--- src/rtl/mix_columns_seq.sv ---
// Sequential AES MixColumns / InvMixColumns engine.
// Processes COLS_PER_CYCLE columns per RUN cycle between two valid/ready handshakes.
`timescale 1ns/1ps
module mix_columns_seq #(
    parameter int COLS_PER_CYCLE = 1
) (
    input  logic         clk,
    input  logic         rst_n,
    input  logic         in_valid,
    output logic         in_ready,
    input  logic         inv,
    input  logic [127:0] state_in,
    output logic         out_valid,
    input  logic         out_ready,
    output logic [127:0] state_out,
    output logic         busy
);

    localparam int C  = COLS_PER_CYCLE;
    localparam int N  = (C > 0) ? 4 / C : 1;
    localparam int CW = (N > 1) ? $clog2(N) : 1;

    generate
        if (!(C == 1 || C == 2 || C == 4)) begin : g_bad_cols
            $error("mix_columns_seq: COLS_PER_CYCLE must be 1, 2 or 4");
        end
    endgenerate

    typedef enum logic [1:0] {IDLE, RUN, DONE} state_e;

    state_e          st_q, st_d;
    logic [CW-1:0]   cnt_q, cnt_d;
    logic [127:0]    src_q, src_d;
    logic [127:0]    res_q, res_d;
    logic            inv_q, inv_d;
    logic            in_ready_q, in_ready_d;
    logic            out_valid_q, out_valid_d;
    logic            busy_q, busy_d;

    function automatic logic [7:0] xt(input logic [7:0] x);
        return {x[6:0], 1'b0} ^ (x[7] ? 8'h1B : 8'h00);
    endfunction

    // One column of the forward or inverse transform; coefficients rotate by row.
    function automatic logic [31:0] mix_col(input logic [31:0] col, input logic m);
        logic [3:0][7:0] a, x2, x3, x9, xb, xd, xe, b;
        logic [7:0] x4, x8;
        for (int r = 0; r < 4; r++) begin
            a[r]  = col[31-8*r -: 8];
            x2[r] = xt(a[r]);
            x4    = xt(x2[r]);
            x8    = xt(x4);
            x3[r] = x2[r] ^ a[r];
            x9[r] = x8 ^ a[r];
            xb[r] = x8 ^ x2[r] ^ a[r];
            xd[r] = x8 ^ x4 ^ a[r];
            xe[r] = x8 ^ x4 ^ x2[r];
        end
        for (int r = 0; r < 4; r++) begin
            if (m) begin
                b[r] = xe[r] ^ xb[(r+1)%4] ^ xd[(r+2)%4] ^ x9[(r+3)%4];
            end else begin
                b[r] = x2[r] ^ x3[(r+1)%4] ^ a[(r+2)%4] ^ a[(r+3)%4];
            end
        end
        return {b[0], b[1], b[2], b[3]};
    endfunction

    // Next-state, column datapath and registered handshake outputs.
    always_comb begin
        st_d        = st_q;
        cnt_d       = cnt_q;
        src_d       = src_q;
        res_d       = res_q;
        inv_d       = inv_q;
        in_ready_d  = in_ready_q;
        out_valid_d = out_valid_q;
        busy_d      = busy_q;
        unique case (st_q)
            IDLE: begin
                if (in_valid) begin
                    src_d      = state_in;
                    inv_d      = inv;
                    cnt_d      = '0;
                    st_d       = RUN;
                    in_ready_d = 1'b0;
                    busy_d     = 1'b1;
                end
            end
            RUN: begin
                for (int i = 0; i < C; i++) begin
                    res_d[127-32*(int'(cnt_q)*C+i) -: 32] =
                        mix_col(src_q[127-32*(int'(cnt_q)*C+i) -: 32], inv_q);
                end
                if (int'(cnt_q) == N - 1) begin
                    st_d        = DONE;
                    out_valid_d = 1'b1;
                end else begin
                    cnt_d = cnt_q + CW'(1);
                end
            end
            DONE: begin
                if (out_ready) begin
                    st_d        = IDLE;
                    out_valid_d = 1'b0;
                    busy_d      = 1'b0;
                    in_ready_d  = 1'b1;
                end
            end
            default: begin
                st_d        = IDLE;
                out_valid_d = 1'b0;
                busy_d      = 1'b0;
                in_ready_d  = 1'b1;
            end
        endcase
    end

    // State and datapath registers; reset discards any block in flight.
    always_ff @(posedge clk or negedge rst_n) begin
        if (!rst_n) begin
            st_q        <= IDLE;
            cnt_q       <= '0;
            src_q       <= '0;
            res_q       <= '0;
            inv_q       <= 1'b0;
            in_ready_q  <= 1'b1;
            out_valid_q <= 1'b0;
            busy_q      <= 1'b0;
        end else begin
            st_q        <= st_d;
            cnt_q       <= cnt_d;
            src_q       <= src_d;
            res_q       <= res_d;
            inv_q       <= inv_d;
            in_ready_q  <= in_ready_d;
            out_valid_q <= out_valid_d;
            busy_q      <= busy_d;
        end
    end

    assign in_ready  = in_ready_q;
    assign out_valid = out_valid_q;
    assign busy      = busy_q;
    assign state_out = res_q;

endmodule

--- config.mk ---
export PLATFORM = sky130hd
export DESIGN_NAME = mix_columns_seq
export DESIGN_NICKNAME = d
export VERILOG_FILES = /design/src/rtl/mix_columns_seq.sv
export SDC_FILE = /design/constraint.sdc
export NUM_CORES = 1
export LEC_CHECK = 0
export CORE_UTILIZATION = 39
export CTS_CLUSTER_SIZE = 12
export DETAILED_ROUTE_END_ITERATION = 16
export PLACE_DENSITY_LB_ADDON = 0.08
export SYNTH_ARGS = -nofsm -noshare
export SYNTH_HDL_FRONTEND = slang
export SYNTH_SLANG_ARGS = --single-unit
--- constraint.sdc ---
create_clock -name clk -period 6.8 [get_ports clk]
set_input_delay 1.02 -clock clk [delete_from_list [all_inputs] [get_ports clk]]
set_output_delay 1.02 -clock clk [all_outputs]
set_load 0.1 [all_outputs]
# Yosys cells after proc, flatten, opt, wreduce, memory -nomap -nowiden
# Index checks and enable logic that the tools add are counted.
[totals]
regBits = 264
inputBits = 133
out_inout_bits = 131
word_cells = 130
[op_classes]
n_addsub = 3
n_eq_ne = 7
n_shift = 3
n_mux = 36
bitwise = 66
reduce_logical = 7
[op_table]
columns = ["op", "n"]
rows = [
  ["8-bit XOR", 52],
  ["32-bit by 33-bit variable shift with 159-bit output, first input constant", 1],
  ["159-bit by 8-bit variable part select with 32-bit output", 1],
  ["32-bit by 33-bit variable part select with 159-bit output", 1],
  ["128-bit bitwise mux", 1],
  ["8-bit by 5-bit XOR with 8-bit output", 12],
  ["8-bit 2-to-1 mux", 8],
  ["5-bit 2-to-1 mux", 12],
  ["8-bit negation with 33-bit output", 1],
  ["3-bit AND reduction", 4],
  ["2-bit 2-to-1 mux", 5],
  ["1-bit case mux with 3 select lines", 3],
  ["2-bit inequality test, second input constant", 4],
  ["7-bit by 7-bit subtractor with 8-bit output, first input constant", 1],
  ["2-bit case mux with 3 select lines", 1],
  ["1-bit 2-to-1 mux", 5],
  ["2-bit by 1-bit equality test with 1-bit output, second input constant", 2],
  ["2-bit case mux with 2 select lines", 1],
  ["2-bit by 1-bit adder with 2-bit output, second input constant", 1],
  ["2-bit equality test, second input constant", 1],
  ["2-bit logical NOT", 1],
  ["1-bit inverter", 2],
  ["2-bit AND reduction", 1],
  ["2-bit nonzero test", 1],
]

# Logic depth before layout (Yosys ltp)
# Gate-level depths: netlist of the first run.
[logic_depth]
ltp_word = 17
depth_mapped = 12
mapped_depth_nobuf = 8

# Least setup slack after synthesis of the first run
# OpenSTA, ideal clock, no wires.
[synth_path]
kind = "register to register"
startpoint = "register cnt_q[0]"
endpoint = "register res_q[29], in the netlist state_out[29]"
arrival_ns = 2.888
required_ns = 6.670
path_slack_ns = 3.782
path_stages_with_launch = 11
n_path_buf = 2
period_less_slack_ns = 3.018
cell_sequence = "dfrtp_1 > buf_6 > mux4_2 > buf_2 > xnor3_2 > xnor2_1 > xnor2_2 > xnor3_1 > a21oi_1 > xor2_1 > o21ai_1"
[synth_via]
elab_chain_len = 15
elab_cells_between_ends = 90
cone_classes = "add/sub: 2; shift: 3; mux: 21; bitwise: 64"
[synth_rtl]
columns = ["item", "line_no", "source"]
rows = [
  ["start: declaration", "32", "logic [CW-1:0] cnt_q, cnt_d;"],
  ["start signal: assignment", "132", "cnt_q <= cnt_d;"],
  ["7-bit by 7-bit subtractor with 8-bit output (*)", "92, 93", ""],
  ["159-bit by 8-bit variable part select with 32-bit output", "93", "mix_col(src_q[127-32*(int'(cnt_q)*C+i) -: 32], inv_q);"],
  ["8-bit by 5-bit XOR with 8-bit output / 5-bit 2-to-1 mux (equally long branches) (2 in series)", "41", "return {x[6:0], 1'b0} ^ (x[7] ? 8'h1B : 8'h00);"],
  ["5-bit 2-to-1 mux / 8-bit by 5-bit XOR with 8-bit output (equally long branches)", "41", ""],
  ["8-bit by 5-bit XOR with 8-bit output", "41", ""],
  ["8-bit XOR, on equally long branches", "56, 57, 55", ""],
  ["8-bit XOR, on equally long branches", "57, 55", ""],
  ["8-bit XOR (3 in series)", "61", "b[r] = xe[r] ^ xb[(r+1)%4] ^ xd[(r+2)%4] ^ x9[(r+3)%4];"],
  ["8-bit 2-to-1 mux", "60", "if (m) begin"],
  ["8-bit 2-to-1 mux", "79", "unique case (st_q)"],
  ["32-bit by 33-bit variable part select with 159-bit output", "92", "res_d[127-32*(int'(cnt_q)*C+i) -: 32] ="],
  ["128-bit bitwise mux (*)", "92", ""],
  ["end signal: assignment", "134", "res_q <= res_d;"],
  ["end: declaration", "34", "logic [127:0] res_q, res_d;"],
]
# Every way passes the cells marked *; elsewhere a longest branch is shown, timed or not. The select of a mux whose other input is x is not followed.
# A chain may end at the register's enable or synchronous reset.

# Worst setup path in the final report of the first run
[layout_path]
startpoint = "register cnt_q[0]"
endpoint = "register res_q[70], in the netlist state_out[70]"
# The elaborated chain is that of the path after synthesis.

==> results.py, run 1 <==
metrics = {
    "clock_network": {
        "numCtsBuffers": 28,
        "cts_root_buffer": "clkbuf_16",
        "cts_sinks": 264,
        "clk_latency_ns": 0.56,
        "cts_tree": "done",
        "h-tree-depth": 1,
        "ctsHoldBuffers": 0,
        "ctsResizeCount": 0,
        "clk_pin_slew_worst_paths_ns": 0.06,
        "clk_path_buf_depth": 3,
        "post_cts_buffers": 0,
    },
    "setup_path": {
        "timing.critical_path.buf_inv": 1,
        "end_kind": "flop",
        "critPathLaunchType": "flop",
        "worstPathCellList": "buf_4 -> mux4_1 -> xor2_4 -> xnor2_2 -> xnor2_1 -> xnor2_1 -> nand2_1 -> xnor2_1 -> o21ai_0",
        "cp_top_family": "XOR/XNOR gates",
        "worstSetupPathType": "reg2reg",
        "crit_required_ns": 7.21,
        "crit_top_cell": "xnor2_1",
        "cp_max_fo": 20,
        "crit_arrival_ns": 4.67,
        "reg2reg_from": "cnt_q[0]$_DFFE_PN0P_",
        "cpMaxStageDelayCell": "mux4_1",
        "rr_endpoint": "state_out[70]$_DFFE_PN0P_",
        "slowest_delay_ns": 0.93,
        "r2r_slack_ns": 2.54,
        "rr_worst_depth": 9,
    },
    "run": {
        "cap_violations": 0,
    },
    "floorplan": {
        "die_w_um": 184,
        "row_count": 66,
        "core_um2": 32600,
        "ios": 264,
        "initial_core_util_pct": 39.7,
        "die_h_um": 184,
        "die_area_um2": 34000,
    },
    "global_routing": {
        "antenna_found_initial": 0,
        "grt_start_max_net_pins": 142,
        "grt_usage_pct": 20.5,
        "grt_pass1_wl_mm": 52.9,
        "grt_pass1_vias": 8642,
        "grt.overflow.total": 0,
    },
    "sta": {
        "fin_crit_ns": 4.26,
        "rsz0062_at_grt": "no",
        "slew_headroom_pct": 29.9,
        "finalSetupViolCount": 0,
        "finalClockSkew_ns": 0.0223,
        "hold_viol": 0,
        "holdWs_ns": 0.475,
        "post-route-period-util_pct": 62.6,
        "tns_ns": 0,
        "slew_viol_final": 0,
        "tightest_slew_ns": 1.05,
        "max_freq_mhz": 235,
    },
    "drt": {
        "drt_iter0_drc": 396,
        "num_vias": 8483,
        "routed_wire_length_per_instance_um": 20.0,
        "vias_per_cell": 4.94,
        "firstDrtPassIters": 5,
        "drc": 0,
        "ant_nets": 0,
        "routed_wl_mm": 34.3,
    },
    "yosys": {
        "syn_area_um2": 13000,
        "ys_seq_area_share_pct": 51.0,
        "synth_cell_types": 35,
        "synthFlopType": "dfrtp_1",
        "synth_edf_count": 0,
        "syn_inst": 1013,
        "syn_nets": 1150,
        "async_flop_share_pct": 100,
        "yosys_warnings": 0,
        "ys_ff_latch": 264,
        "syn_avg_cell_area_um2": 12.8,
    },
    "cells_and_area": {
        "layout-drive-gt1-share_pct": 19.4,
        "nets": 1394,
        "area_growth_pct": 29.9,
        "design_area_um2": 16800,
        "antennaDiodeCount": 0,
    },
    "min_path": {
        "min_path_type": "reg2reg",
        "hold_depth": 2,
        "min_to": "state_out[80]$_DFFE_PN0P_",
        "hold_path.startpoint": "state_out[80]$_DFFE_PN0P_",
    },
    "run_status": {
        "outcome": "completed",
    },
    "placed_design": {
        "io_buffers": 263,
        "hpwlAfterDp_mm": 24.7,
        "gp_congestion": 0.850,
        "place_area_um2": 16000,
    },
}
## cell type report
type	instances	area, um2
fill	2889	15800
clock buffer	44	831
sequential	264	6610
inverter	5	18.8
multi-input combinational	683	6020
timing repair buffer	275	2750
tap	442	553
clock inverter	5	61.3
## worst reg2reg max path: cells and delay by family, from the launching register on
| family | cells | cell delay [ns] |
|---|---|---|
| buf+inv | 1 | 0.51 |
| compound gates | 1 | 0.17 |
| flops | 1 | 0.75 |
| mux | 1 | 0.94 |
| xor+xnor | 5 | 1.63 |
| simple gates | 1 | 0.11 |
## worst max-delay path by stage
stage	cells past startpoint	to	from
after detailed placement	9	state_out[70]$_DFFE_PN0P_	cnt_q[0]$_DFFE_PN0P_
after global routing	9	state_out[70]$_DFFE_PN0P_	cnt_q[0]$_DFFE_PN0P_
after CTS	9	state_out[70]$_DFFE_PN0P_	cnt_q[0]$_DFFE_PN0P_
after global placement	9	state_out[70]$_DFFE_PN0P_	cnt_q[0]$_DFFE_PN0P_
after floorplan	10	state_out[29]$_DFFE_PN0P_	cnt_q[0]$_DFFE_PN0P_
final	9	state_out[70]$_DFFE_PN0P_	cnt_q[0]$_DFFE_PN0P_
## cell families (layout without fill, tap and decap cells)
family          count (synthesis)  count (layout)  share of synthesized area (%)
flops                         264             264                           51.0
xor+xnor                      212             212                           18.0
mux                           163             163                           17.0
simple gates                  155             155                           4.64
compound gates                149             149                           6.41
buf+inv                        66             329                           2.67
fa+ha+maj                       4               4                          0.386
## state kept, by name (all words and copies together), names as in the netlist
name and flops:
inv_q 1, out_valid 1, busy 1, src_q 128, state_out 128, in_ready 1
st_q 2, cnt_q 2
## cells in the mapped netlist, types with 9 or more instances
master    count  share of area, %
xnor2_2      14               1.8
buf_2        14              0.54
nand2_1     131               3.8
mux2_2      128                11
xor2_1       35               2.4
o21ai_0      74               2.9
mux4_2       30               5.2
xnor3_1      14               2.4
xor2_2        9               1.1
a22o_1       20               1.4
a21oi_1      11              0.42
clkbuf_1     33              0.96
xnor2_1     134               9.1
dfrtp_1     263                51
nor2_1       13              0.38
o21ai_1      41               1.6
## layout by cell type (no fill, tap or decap), drive strengths merged, types with 16 or more instances in the layout
cell type	count
mux2	128
clkdlybuf4s50	262
dfrtp	263
mux4	32
a22o	20
xor2	45
xnor3	16
xnor2	151
nand2	131
clkbuf	44
o21ai	116
## routing by layer
layer / wire [um] / GRT usage [%]
met1: 15700 / 28.8
met2: 15800 / 32.6
met3: 2250 / 4.76
met4: 546 / 3.77
met5: 0 / 0
## per-stage QoR
stage               utilization (%)  setup WS [ns]  std cells
CTS                            51.6           2.50       1718
finish                         51.6           2.54       1718
floorplan                         -           3.78       1013
detailed placement             48.9           2.52       1669
global placement               48.9           2.61       1669
global route                   51.6           2.29       1718
Power of run 1 is not shown: default switching activity piles up to over one toggle a cycle in this logic, so the estimate is an artifact.
==> run 2: changes to the inputs <==
==> constraint.sdc (replaced) <==
create_clock -name clk -period 4.4 [get_ports clk]
set_input_delay 0.66 -clock clk [delete_from_list [all_inputs] [get_ports clk]]
set_output_delay 0.66 -clock clk [all_outputs]
set_load 0.1 [all_outputs]
==> results.py, run 2 (synthesized netlist as in run 1, its figures left out) <==
metrics = {
    "global_routing": {
        "grt_usage_pct": 21.0,
        "grt_pass1_wl_mm": 54.4,
        "grt_pass1_vias": 9032,
        "grt_start_max_net_pins": 123,
        "antenna_found_initial": 0,
        "grt.overflow.total": 0,
    },
    "setup_path": {
        "worstPathCellList": "buf_4 -> buf_4 -> mux4_2 -> xor2_2 -> xnor2_2 -> xnor3_1 -> xnor2_1 -> mux2i_1 -> xnor2_1 -> o21ai_1",
        "worstSetupPathType": "reg2reg",
        "crit_required_ns": 4.81,
        "startpoint": "cnt_q[0]$_DFFE_PN0P_",
        "crit_arrival_ns": 4.22,
        "slowest_delay_ns": 0.81,
        "timing.critical_path.buf_inv": 2,
        "cp_top_family": "XOR/XNOR gates",
        "end_kind": "flop",
        "reg2reg_from": "cnt_q[0]$_DFFE_PN0P_",
        "critPathLaunchType": "flop",
        "cp_max_fo": 20,
        "cpMaxStageDelayCell": "dfrtp_2",
    },
    "drt": {
        "drt_iter0_drc": 465,
        "ant_nets": 0,
        "drc": 0,
        "vias_per_cell": 4.93,
        "firstDrtPassIters": 4,
        "num_vias": 8585,
        "routed_wl_mm": 34.7,
        "routed_wire_length_per_instance_um": 19.9,
    },
    "floorplan": {
        "die_w_um": 184,
        "core_um2": 32600,
        "initial_core_util_pct": 39.7,
        "ios": 264,
        "row_count": 66,
        "die_h_um": 184,
        "die_area_um2": 34000,
    },
    "run": {
        "cap_violations": 0,
    },
    "placed_design": {
        "io_buffers": 263,
        "dpl.cell_count": 1690,
        "place_area_um2": 16100,
        "hpwlAfterDp_mm": 25.7,
        "gp_congestion": 0.848,
    },
    "cells_and_area": {
        "layout-drive-gt1-share_pct": 20.9,
        "instances_no_fill": 1743,
        "design_area_um2": 17000,
        "final_cell_mix": "clkdlybuf4s50_1, dfrtp_1, xnor2_1",
        "final_common_cell": "clkdlybuf4s50_1",
        "nets": 1416,
        "area_growth_pct": 31.3,
        "num-fill-cells": 2945,
        "antennaDiodeCount": 0,
    },
    "clock_network": {
        "clk_pin_slew_worst_paths_ns": 0.06,
        "cts_sinks": 264,
        "clk_path_buf_depth": 3,
        "cts_root_buffer": "clkbuf_16",
        "numCtsBuffers": 29,
        "h-tree-depth": 1,
        "post_cts_buffers": 0,
        "ctsHoldBuffers": 0,
        "cts_tree": "done",
        "ctsResizeCount": 0,
        "clk_latency_ns": 0.56,
    },
    "sta": {
        "rsz0062_at_grt": "no",
        "tightest_slew_ns": 1.05,
        "finalSetupViolCount": 0,
        "finalClockSkew_ns": 0.0317,
        "fin_crit_ns": 3.81,
        "tns_ns": 0,
        "slew_viol_final": 0,
        "slew_headroom_pct": 29.7,
        "max_freq_mhz": 262,
        "hold_viol": 0,
        "post-route-period-util_pct": 86.6,
    },
    "min_path": {
        "min_path_type": "in2async",
    },
    "run_status": {
        "outcome": "completed",
    },
}
[run 2: cell count changes in the layout (fill, tap and decap cells not counted), sizes merged]
cell	delta
inv	+2
buf	+21
clkinv	+1
bufinv	-1
clkbuf	+2
[run 2: metal layers]
layer	up-vias	track usage, %	share of wire (%)
met5	-	0	0
met4	0	3.97	1.5
met3	38	3.40	5.4
met2	260	33.8	47
met1	4292	30.1	46
li1	3995	-	-
[run 2: cell type report]
cell class / instances / area (um2) / share of cell area [%]
Sequential cell: 264 / 6610 / 38.8
Clock inverter: 7 / 42.5 / 0.250
Inverter: 5 / 18.8 / 0.110
Clock buffer: 46 / 880 / 5.17
Tap cell: 442 / 553 / 3.25
Timing Repair Buffer: 296 / 2900 / 17.0
Multi-Input combinational cell: 683 / 6020 / 35.4
[run 2: worst reg2reg max path, cell delays in order (launching register included)]
cell and delay (ns):
dfrtp_2 0.81, buf_4 0.33, buf_4 0.16, mux4_2 0.63, xor2_2 0.21, xnor2_2 0.21
xnor3_1 0.43, xnor2_1 0.17, mux2i_1 0.10, xnor2_1 0.49, o21ai_1 0.15
[run 2: per-stage QoR]
stage / utilization [%] / setup slack (ns) / hold WS, ns
final: 52.2 / 0.590 / 0.183
after global routing: 52.2 / 0.323 / 0.235
after CTS: 52.2 / 0.490 / 0.224
after detailed placement: 49.3 / 0.490 / 0.469
after global placement: 49.3 / 0.528 / 0.460
after floorplan: - / 1.38 / 0.364
[run 2: worst paths after layout]
kind / to / slack (ns) / depth (start not counted)
max: state_out[78]$_DFFE_PN0P_ / 0.59 / 10
min: state_out[4]$_DFFE_PN0P_ / 0.18 / 1
max reg2reg: state_out[78]$_DFFE_PN0P_ / 0.59 / 10
min reg2reg: state_out[16]$_DFFE_PN0P_ / 0.48 / 2
max in group asynchronous: src_q[102]$_DFFE_PN0P_ / 3.17 / 2
min in group clk: state_out[16]$_DFFE_PN0P_ / 0.48 / 2
Power of run 2 is left out for the same reason.
